### src/rtl/ref_ramp_sequencer.sv
// Multi-channel action-to-reference sequencer: maps action codes through a
// programmable setpoint table to per-channel targets and slews each reference
// toward its target by a programmable step on a divided update tick.
module ref_ramp_sequencer #(
  parameter int N_CH     = 4,
  parameter int W        = 16,
  parameter int ACT_W    = 3,
  parameter int STEP_DEF = 16,
  parameter int TICK_DIV = 100
) (
  input  logic                  clk,
  input  logic                  rst,
  input  logic [N_CH*ACT_W-1:0] action_in,
  input  logic                  action_valid,
  input  logic                  estop,
  input  logic                  cfg_we,
  input  logic [ACT_W-1:0]      cfg_addr,
  input  logic signed [W-1:0]   cfg_data,
  input  logic                  step_we,
  input  logic [W-2:0]          step_data,
  output logic [N_CH*W-1:0]     ref_out,
  output logic                  ref_valid,
  output logic [N_CH-1:0]       at_target,
  output logic                  busy
);

  localparam int DEPTH = 2**ACT_W;
  localparam int CNT_W = (TICK_DIV > 1) ? $clog2(TICK_DIV) : 1;
  localparam logic [CNT_W-1:0] CNT_LAST = CNT_W'(TICK_DIV - 1);
  localparam logic [W:0] STEP_MAX = (W+1)'(2**(W-1) - 1);

  logic signed [W-1:0] tbl_q [DEPTH];
  logic [W-2:0]        step_q;
  logic [CNT_W-1:0]    cnt_q;
  logic signed [W-1:0] ref_q [N_CH];
  logic signed [W-1:0] ref_d [N_CH];
  logic signed [W-1:0] tgt_q [N_CH];
  logic signed [W-1:0] tgt_d [N_CH];
  logic [N_CH-1:0]     at_q, at_d;
  logic                vld_q;
  logic                tick;
  logic [W-2:0]        step_eff;

  // During an emergency stop the ramp runs four times faster, capped at the
  // largest positive step so the step still fits its W-1 bit field.
  function automatic logic [W-2:0] eff_step(input logic [W-2:0] s, input logic stop);
    logic [W:0] s4;
    s4 = {s, 2'b00};
    if (!stop) return s;
    if (s4 > STEP_MAX) return STEP_MAX[W-2:0];
    return s4[W-2:0];
  endfunction

  // One slew step toward the target; the difference is taken one bit wider so
  // full-scale moves neither overflow nor overshoot. A zero step snaps.
  function automatic logic signed [W-1:0] slew(input logic signed [W-1:0] r,
                                               input logic signed [W-1:0] t,
                                               input logic [W-2:0] s);
    logic signed [W:0] diff;
    logic signed [W:0] mag;
    diff = {t[W-1], t} - {r[W-1], r};
    mag  = (diff < 0) ? -diff : diff;
    if (s == '0) return t;
    if (mag <= $signed({2'b00, s})) return t;
    if (diff < 0) return r - $signed({1'b0, s});
    return r + $signed({1'b0, s});
  endfunction

  // Next-state for tick, references, targets and at-target flags.
  always_comb begin
    tick     = (cnt_q == CNT_LAST);
    step_eff = eff_step(step_q, estop);
    for (int k = 0; k < N_CH; k++) begin
      ref_d[k] = tick ? slew(ref_q[k], tgt_q[k], step_eff) : ref_q[k];
      if (estop)
        tgt_d[k] = '0;
      else if (action_valid)
        tgt_d[k] = tbl_q[action_in[k*ACT_W +: ACT_W]];
      else
        tgt_d[k] = tgt_q[k];
      at_d[k] = (ref_d[k] == tgt_d[k]);
    end
  end

  // Setpoint table and slew step configuration registers.
  always_ff @(posedge clk or posedge rst) begin
    if (rst) begin
      for (int i = 0; i < DEPTH; i++) tbl_q[i] <= '0;
      tbl_q[1] <= W'(1000);
      tbl_q[2] <= W'(-500);
      step_q   <= (W-1)'(STEP_DEF);
    end else begin
      if (cfg_we)  tbl_q[cfg_addr] <= cfg_data;
      if (step_we) step_q <= step_data;
    end
  end

  // Free-running update tick divider and the output-valid strobe.
  always_ff @(posedge clk or posedge rst) begin
    if (rst) begin
      cnt_q <= '0;
      vld_q <= 1'b0;
    end else begin
      cnt_q <= tick ? '0 : cnt_q + CNT_W'(1);
      vld_q <= tick;
    end
  end

  // Per-channel reference, target and at-target state.
  always_ff @(posedge clk or posedge rst) begin
    if (rst) begin
      for (int k = 0; k < N_CH; k++) begin
        ref_q[k] <= '0;
        tgt_q[k] <= '0;
      end
      at_q <= '1;
    end else begin
      for (int k = 0; k < N_CH; k++) begin
        ref_q[k] <= ref_d[k];
        tgt_q[k] <= tgt_d[k];
      end
      at_q <= at_d;
    end
  end

  // Pack the per-channel references onto the output bus.
  always_comb begin
    ref_out = '0;
    for (int k = 0; k < N_CH; k++) ref_out[k*W +: W] = ref_q[k];
  end

  assign ref_valid = vld_q;
  assign at_target = at_q;
  assign busy      = ~&at_q;

endmodule
### config.mk
export PLATFORM = sky130hd
export DESIGN_NAME = ref_ramp_sequencer
export DESIGN_NICKNAME = d
export VERILOG_FILES = /design/src/rtl/ref_ramp_sequencer.sv
export SDC_FILE = /design/constraint.sdc
export NUM_CORES = 1
export LEC_CHECK = 0
export ABC_CLOCK_PERIOD_IN_PS = 12100
export CORE_ASPECT_RATIO = 0.5
export CORE_UTILIZATION = 55
export CTS_BUF_LIST = sky130_fd_sc_hd__clkbuf_16
export DETAILED_ROUTE_END_ITERATION = 6
export GPL_TIMING_DRIVEN = 1
export PLACE_DENSITY = 0.73
export SLEW_MARGIN = 20
export SYNTH_ARGS = -nofsm -noshare
export SYNTH_HDL_FRONTEND = slang
export SYNTH_SLANG_ARGS = --single-unit
export TNS_END_PERCENT = 20
### constraint.sdc
create_clock -name clk -period 12.1 [get_ports clk]
set_clock_uncertainty 0.1 [all_clocks]
set_input_delay 2.42 -clock clk [delete_from_list [all_inputs] [get_ports clk]]
set_output_delay 2.42 -clock clk [all_outputs]
set_load 0.005 [all_outputs]
Word level (Yosys, flattened, before mapping):

Index checks and enable logic that the tools add are counted.

* add/sub/neg operators: 17
* order comparisons: 15
* equal/unequal tests: 5
* muxes and demuxes: 83
* bitwise operators: 5
* reductions and logical operators: 4

Operator list (count)
* $mux W16: 45
* $bmux W16 S3: 4
* $bwmux W128: 1
* $le A17 B16 Y1: 4
* $lt A17 B1 Y1 const B: 4
* $mux W17: 4
* $neg A17 Y17: 4
* $sub A16 B16 Y17: 4
* $add A16 B16 Y16: 4
* $eq A16 B16 Y1: 4
* $sub A16 B16 Y16: 4
* $mux W15: 4
* $demux W16 S3: 1
* $mux W1: 23
* $ge A4 B4 Y1 const B: 5
* $not A3 Y4: 5
* $gt A17 B15 Y1 const B: 1
* $logic_not A15 Y1: 1
* $add A7 B1 Y7 const B: 1
* $eq A7 B7 Y1 const B: 1
* $mux W7: 1
* $lt A4 B1 Y1 const B: 1
* $reduce_and A4 Y1: 1
* $logic_and A1 B1 Y1: 1
* $logic_not A1 Y1: 1

* register bits after elaboration: 283
* output and inout bits: 70

Logic depth before layout (Yosys ltp):

Gate-level depths: netlist of run 1.

* depth in word-level cells: 15
* mapped depth: 30

Worst setup path after synthesis of run 1:

Ideal clock, no wire load.

* path kind: in2reg
* start: input estop
* end: register at_q[0] (netlist: at_target[0])
* arrival: 8.370 ns
* path slack: 3.540 ns
* stages: 29
* buffers on the path: 7
* cell sequence: buf_2 -> clkbuf_1 -> clkbuf_1 -> clkbuf_1 -> clkbuf_1 -> buf_1 -> clkbuf_1 -> o21a_1 -> inv_1 -> ha_1 -> nand3_2 -> a211oi_1 -> xnor2_1 -> mux2i_1 -> ha_1 -> or2_2 -> a21oi_1 -> a31oi_1 -> a21o_1 -> a21o_1 -> a211o_1 -> a21oi_1 -> o21ba_2 -> nor3_1 -> a2111oi_0 -> a21boi_0 -> o221ai_1 -> nand4_1 -> a211oi_1

* word-level cells in the longest chain between the ends: 9
* elaborated cells between the ends (all ways): 16

RTL lines
* start, declared: line 15 `input logic estop,`
* $mux W15: line 50 `if (s4 > STEP_MAX) return STEP_MAX[W-2:0];`
* $le A17 B16 Y1: line 64 `if (mag <= $signed({2'b00, s})) return t;`
* $mux W16: line 64
* $mux W16: line 65 `if (diff < 0) return r - $signed({1'b0, s});`
* $mux W16: line 66 `return r + $signed({1'b0, s});`
* $mux W16: line 65
* $mux W16: line 64
* $mux W16: line 74 `ref_d[k] = tick ? slew(ref_q[k], tgt_q[k], step_eff) : ref_q[k];`
* $eq A16 B16 Y1 (*): line 81 `at_d[k] = (ref_d[k] == tgt_d[k]);`
* net at_d[0]: line 39 `logic [N_CH-1:0] at_q, at_d;`
* end signal, assigned: line 122 `at_q <= at_d;`
* end, declared: line 39

Mark *: on every way through the listed nets, which the timed path passes. The rest lies on a longest branch. The select of a mux whose other input is x is not followed.
A chain may end at the register's enable or synchronous reset.

Worst setup path after layout of run 1:

Ends and elaborated chain as after synthesis.

==> results_dict.tcl, run 1 <==
set metrics [dict create \
    crit_path_top_delay_cell "buf_2" \
    cts_buffer_depth 3 \
    outcome "completed" \
    synth_top_area_share_pct 24.2 \
    required_ns 12.54 \
    syn_inst 2823 \
    max_stage_delay_ns 0.54 \
    place_inst 3509 \
    global_route.overflow_total 0 \
    vias 23654 \
    hp-class "flop to flop" \
    p_leak_nw 13.2 \
    syn-num-nets 3073 \
    cts_resized 0 \
    ctsHoldBuffers 0 \
    critical_path_class "input pin to flop" \
    ir_drop_mv 0.106 \
    syn_avg_cell_area_um2 9.62 \
    start_util_pct 55.8 \
    nFillCells 4065 \
    synth_area_leaders "dfrtp_1, mux4_2, ha_1" \
    yosysTopAreaCell "dfrtp_1" \
    drv_cap 0 \
    synth_area_um2 27200 \
    numCtsBuffers 29 \
    yosysSeqAreaShare_pct 26.2 \
    hold_violations 0 \
    cts_sinks 283 \
    cp.depth 25 \
    tightest_slew_ns 1.21 \
    dieWidth_um 316 \
    final_cells 3565 \
    placed_area_um2 29000 \
    antenna_found_initial 6 \
    ff_latch_area_um2 7110 \
    drive_gt1_share_pct 15.8 \
    rsz0062_at_grt "false" \
    grt_start_max_net_pins 78 \
    slew_headroom_pct 17.3 \
    ys.flop_type "dfrtp_1" \
    port_buffers 121 \
    multiInputGateArea_um2 19000 \
    crit_fanout 33 \
    period_share_pct 71.4 \
    core_area_um2 48600 \
    endpoint_kind "flop" \
    die-area_um2 50300 \
    final_area_um2 30200 \
    wl_um 90000 \
    dp_hpwl_um 67100 \
    dpl_worst_slack_ns 3.07 \
    synth_cell_types 109 \
    die_y_um 159 \
    finalSetupTns_ns 0 \
    cp-start-kind "input pin" \
    finalSetupViolCount 0 \
    route.detailed.wl_per_inst_um 25.3 \
    worstPathArrival_ns 9.08 \
    cts_setup_buffers 0 \
    period_minus_slack_ns 8.64 \
    layout_commonest_cell "dfrtp_1" \
    syn_to_final_growth_pct 11.1 \
    synth_edf_count 0 \
    fin_ws_ns 3.46 \
    worst-path-buf-inv 3 \
    firstDrtPassIters 6 \
    fmax_mhz 116 \
    drt_iter0_drc 2556 \
    place_congestion 1.03 \
    clk_latency_ns 0.63 \
    grt_pass1_vias 22208 \
    ios 122 \
    nNetsFinal 3141 \
    clock-root-buffer "clkbuf_16" \
    drc 0 \
    drt.antenna.violating_nets 0 \
    avgViaCountPerCell 6.64 \
    final_cell_mix "dfrtp_1, nor2_1, xnor2_1" \
    power.density_nw_per_um2 140 \
    rows 57 \
    whs_path_depth 1 \
    ys_warn_count 0 \
    finalMaxSlewViolations 0 \
    grt_pass1_wl_um 136000 \
    htree_levels 1 \
    clkSlewWorstSetupHoldPaths_ns 0.08 \
    async_flop_share_pct 100 \
    synth-seq-cells 283 \
    cts_tree "built" \
    fin_util_pct 62.0 \
    crit_family "compound AO/OA/AOI/OAI gates" \
    rr_worst_depth 27 \
    grt_usage_pct 35.6 \
]
## layout make-up
cell class              instances  share of cell area, %
multi-input cells            2265                   62.9
flip-flops and latches        283                   23.6
repair buffers                167                   5.00
well taps                     649                   2.69
clock buffers                  29                   2.41
inverters                     145                   1.83
clock inverters                25                   1.56
diodes                          2                 0.0166
## layer usage
layer	GRT usage, %	vias to the layer above	share of wire, %
li1	-	10629	-
met1	52.2	11671	43
met2	53.0	1183	43
met3	8.23	165	11
met4	8.63	6	2.6
met5	0	-	0.048
## synth_stat cells (76+ instances only)
cell type,number
a211oi_1,78
nand2_1,172
a21oi_1,140
xor2_1,103
nor2_1,221
clkbuf_1,76
inv_1,144
mux2_2,148
xnor2_1,195
ha_1,190
dfrtp_1,263
mux4_2,128
mux2i_1,131
o21ai_0,134
## sequential cells by signal (all words and copies together), names as in the netlist
name	flops
cnt_q	7
ref_valid	1
at_target	4
tbl_q	128
ref_out	64
tgt_q	64
step_q	15
## cells by family (layout without fill, tap and decap cells)
logic type | count (synthesis) | in the layout | synth area share, %
mux | 411 | 411 | 21.8
compound gates | 640 | 640 | 15.9
buf+inv | 275 | 366 | 4.04
simple gates | 717 | 717 | 13.1
other cells | 0 | 2 | 0
xor+xnor | 299 | 299 | 9.67
fa+ha+maj | 198 | 198 | 9.34
flops | 283 | 283 | 26.2
## stage by stage
stage	hold slack, ns	power [mW]
2_1_floorplan	0.355	2.51
3_3_place_gp	0.378	2.98
3_5_place_dp	0.413	3.03
4_1_cts	0.424	4.19
5_1_grt	0.452	4.42
6_report	0.418	4.23
## where the power goes
group | switching, mW | internal [mW]
Combinational | 1.03 | 0.800
Clock | 0.456 | 0.703
Sequential | 0.168 | 1.08
## worst paths after layout
kind / slack [ns] / to / from
max reg2reg: 4.85 / at_target[2] / ref_out[32]
min reg2reg: 0.42 / cnt_q[0] / cnt_q[0]
max in group asynchronous: 7.46 / ref_out[44] / rst
min in group asynchronous: 2.17 / tgt_q[59] / rst
min: 0.42 / cnt_q[0] / cnt_q[0]
max: 3.46 / at_target[0] / estop
No activity file was read; power rests on OpenSTA's default activity.
==> run 2, diff against run 1 <==
--- a/config.mk
+++ b/config.mk
@@ -5,13 +5,13 @@
 export SDC_FILE = /design/constraint.sdc
 export NUM_CORES = 1
 export LEC_CHECK = 0
-export ABC_CLOCK_PERIOD_IN_PS = 12100
+export ABC_CLOCK_PERIOD_IN_PS = 7600
 export CORE_ASPECT_RATIO = 0.5
 export CORE_UTILIZATION = 55
 export CTS_BUF_LIST = sky130_fd_sc_hd__clkbuf_16
 export DETAILED_ROUTE_END_ITERATION = 6
 export GPL_TIMING_DRIVEN = 1
-export PLACE_DENSITY = 0.73
+export PLACE_DENSITY = 0.75
 export SLEW_MARGIN = 20
 export SYNTH_ARGS = -nofsm -noshare
 export SYNTH_HDL_FRONTEND = slang
==> constraint.sdc (replaced) <==
create_clock -name clk -period 7.6 [get_ports clk]
set_clock_uncertainty 0.1 [all_clocks]
set_input_delay 1.52 -clock clk [delete_from_list [all_inputs] [get_ports clk]]
set_output_delay 1.52 -clock clk [all_outputs]
set_load 0.005 [all_outputs]
==> results_dict.tcl, run 2 (same netlist as run 1, synthesis figures left out) <==
set metrics [dict create \
    outcome "finished, violations left" \
    violations "design-rule violations" \
    start_util_pct 55.8 \
    period_minus_slack_ns 7.25 \
    layout_commonest_cell "dfrtp_1" \
    ctsHoldBuffers 0 \
    clk_latency_ns 0.63 \
    nFillCells 4048 \
    swShare_pct 40.6 \
    worst-path-buf-inv 2 \
    required_ns 7.94 \
    drt.antenna.violating_nets 0 \
    hp-class "flop to flop" \
    power.combinational.fraction_pct 45.2 \
    cts_resized 0 \
    place_congestion 1.01 \
    max_stage_delay_ns 0.61 \
    crit_path_top_delay_cell "and2_1" \
    grt_pass1_wl_um 137000 \
    period_share_pct 95.4 \
    critical_path_class "flop to flop" \
    port_buffers 121 \
    wl_um 90400 \
    p_clk_share_pct 24.3 \
    ios 122 \
    nNetsFinal 3164 \
    cp-start-kind "flop" \
    cts_buffer_depth 3 \
    seqPwrFrac_pct 30.5 \
    dpl_worst_slack_ns 0.485 \
    htree_levels 1 \
    antenna_found_initial 7 \
    ir_drop_mv 0.157 \
    final_cell_mix "dfrtp_1, nor2_1, xnor2_1" \
    p_leak_nw 13.2 \
    clkSlewWorstSetupHoldPaths_ns 0.07 \
    dieWidth_um 316 \
    global_route.overflow_total 0 \
    p_int_mw 3.86 \
    fmax_mhz 138 \
    power.density_nw_per_um2 216 \
    crit_family "compound AO/OA/AOI/OAI gates" \
    firstDrtPassIters 7 \
    die-area_um2 50300 \
    numCtsBuffers 30 \
    core_area_um2 48600 \
    cts_setup_buffers 0 \
    top_register "tbl_q" \
    drc 4 \
    finalMaxSlewViolations 0 \
    switchingPower_mw 2.63 \
    finalSetupViolCount 0 \
    drt_iter0_drc 2896 \
    syn_to_final_growth_pct 11.0 \
    die_y_um 159 \
    vias 23775 \
    drive_gt1_share_pct 16.2 \
    largest_reg_flops 128 \
    clock-root-buffer "clkbuf_16" \
    endpoint_kind "flop" \
    hold_violations 0 \
    worstPathArrival_ns 7.59 \
    route.detailed.wl_per_inst_um 25.2 \
    rsz0062_at_grt "false" \
    grt_usage_pct 35.8 \
    fin_util_pct 62.0 \
    grt_pass1_vias 22527 \
    drv_cap 0 \
    fin_ws_ns 0.346 \
    avgViaCountPerCell 6.63 \
    cts_sinks 283 \
    tightest_slew_ns 1.14 \
    grt_start_max_net_pins 73 \
    dp_hpwl_um 68500 \
    slew_headroom_pct 21.8 \
    cts_tree "built" \
    crit_fanout 16 \
    rows 57 \
]
run 2: cell count changes in the layout (fill, tap and decap cells not counted), sizes merged:
| cell | before | now |
|---|---|---|
| buf | 56 | 78 |
| bufinv | 12 | 4 |
| clkbuf | 29 | 30 |
| clkinv | 9 | 15 |
| clkinvlp | 1 | 3 |
| diode | 2 | 1 |
run 2: layout make-up:
cell class              instances  area, µm²  share of cell area (%)
clock inverters                25        250                   0.830
diodes                          1       2.50                 0.00830
inverters                     145        548                    1.82
multi-input cells            2265      19000                    63.0
well taps                     649        812                    2.69
clock buffers                  30        751                    2.49
repair buffers                189       1670                    5.55
flip-flops and latches        283       7110                    23.6
run 2: routing by layer:
layer	wire (µm)	share of wire, %	global-route usage, %
met1	38400	42	51.8
met2	38700	43	53.2
met3	10300	11	8.40
met4	2980	3.3	10.8
met5	61	0.067	0
run 2: worst reg2reg max path: stages, from the launching register on:
cell,delay (ns)
dfrtp_1,0.40
inv_1,0.12
ha_1,0.23
fa_1,0.41
nand2b_1,0.18
a21oi_1,0.37
o211ai_1,0.29
a311oi_1,0.36
o22a_2,0.46
a21oi_1,0.10
xor2_1,0.17
ha_1,0.30
nand4_1,0.12
or2_2,0.33
a211o_1,0.25
a21o_1,0.20
and3_1,0.18
o311ai_0,0.10
o211a_1,0.29
and2_1,0.61
buf_4,0.29
mux2i_1,0.31
o2bb2ai_1,0.12
a211oi_1,0.17
a31oi_1,0.12
a211oi_1,0.47
run 2: path summary, 6_finish.rpt:
kind / from / endpoint / slack, ns / cells past startpoint
setup / recovery: tgt_q[32] / at_target[1] / 0.35 / 25
hold / removal: cnt_q[0] / cnt_q[0] / 0.39 / 1
setup reg to reg: tgt_q[32] / at_target[1] / 0.35 / 25
hold reg to reg: cnt_q[0] / cnt_q[0] / 0.39 / 1
max in group asynchronous: rst / tbl_q[123] / 4.59 / 4
min in group asynchronous: rst / tbl_q[38] / 1.07 / 2
run 2: per-stage QoR:
step	TNS [ns]	instance area, µm²	power [mW]	hold WS, ns	instances
2_1_floorplan	-0.0595	27200	4.00	0.355	2823
3_3_place_gp	0	29100	4.77	0.376	3531
3_5_place_dp	0	29100	4.84	0.376	3531
4_1_cts	0	30100	6.42	0.385	3586
5_1_grt	0	30100	6.79	0.418	3586
6_report	0	30100	6.50	0.387	3587
run 2: power by group through the flow:
stage / Combinational, mW / Sequential [mW] / Clock, mW
global placement: 2.80 / 1.96 / 0
detailed placement: 2.85 / 1.99 / 0
floorplan: 2.11 / 1.89 / 0
global route: 3.14 / 2.01 / 1.64
finish: 2.94 / 1.98 / 1.58
CTS: 2.87 / 1.97 / 1.58
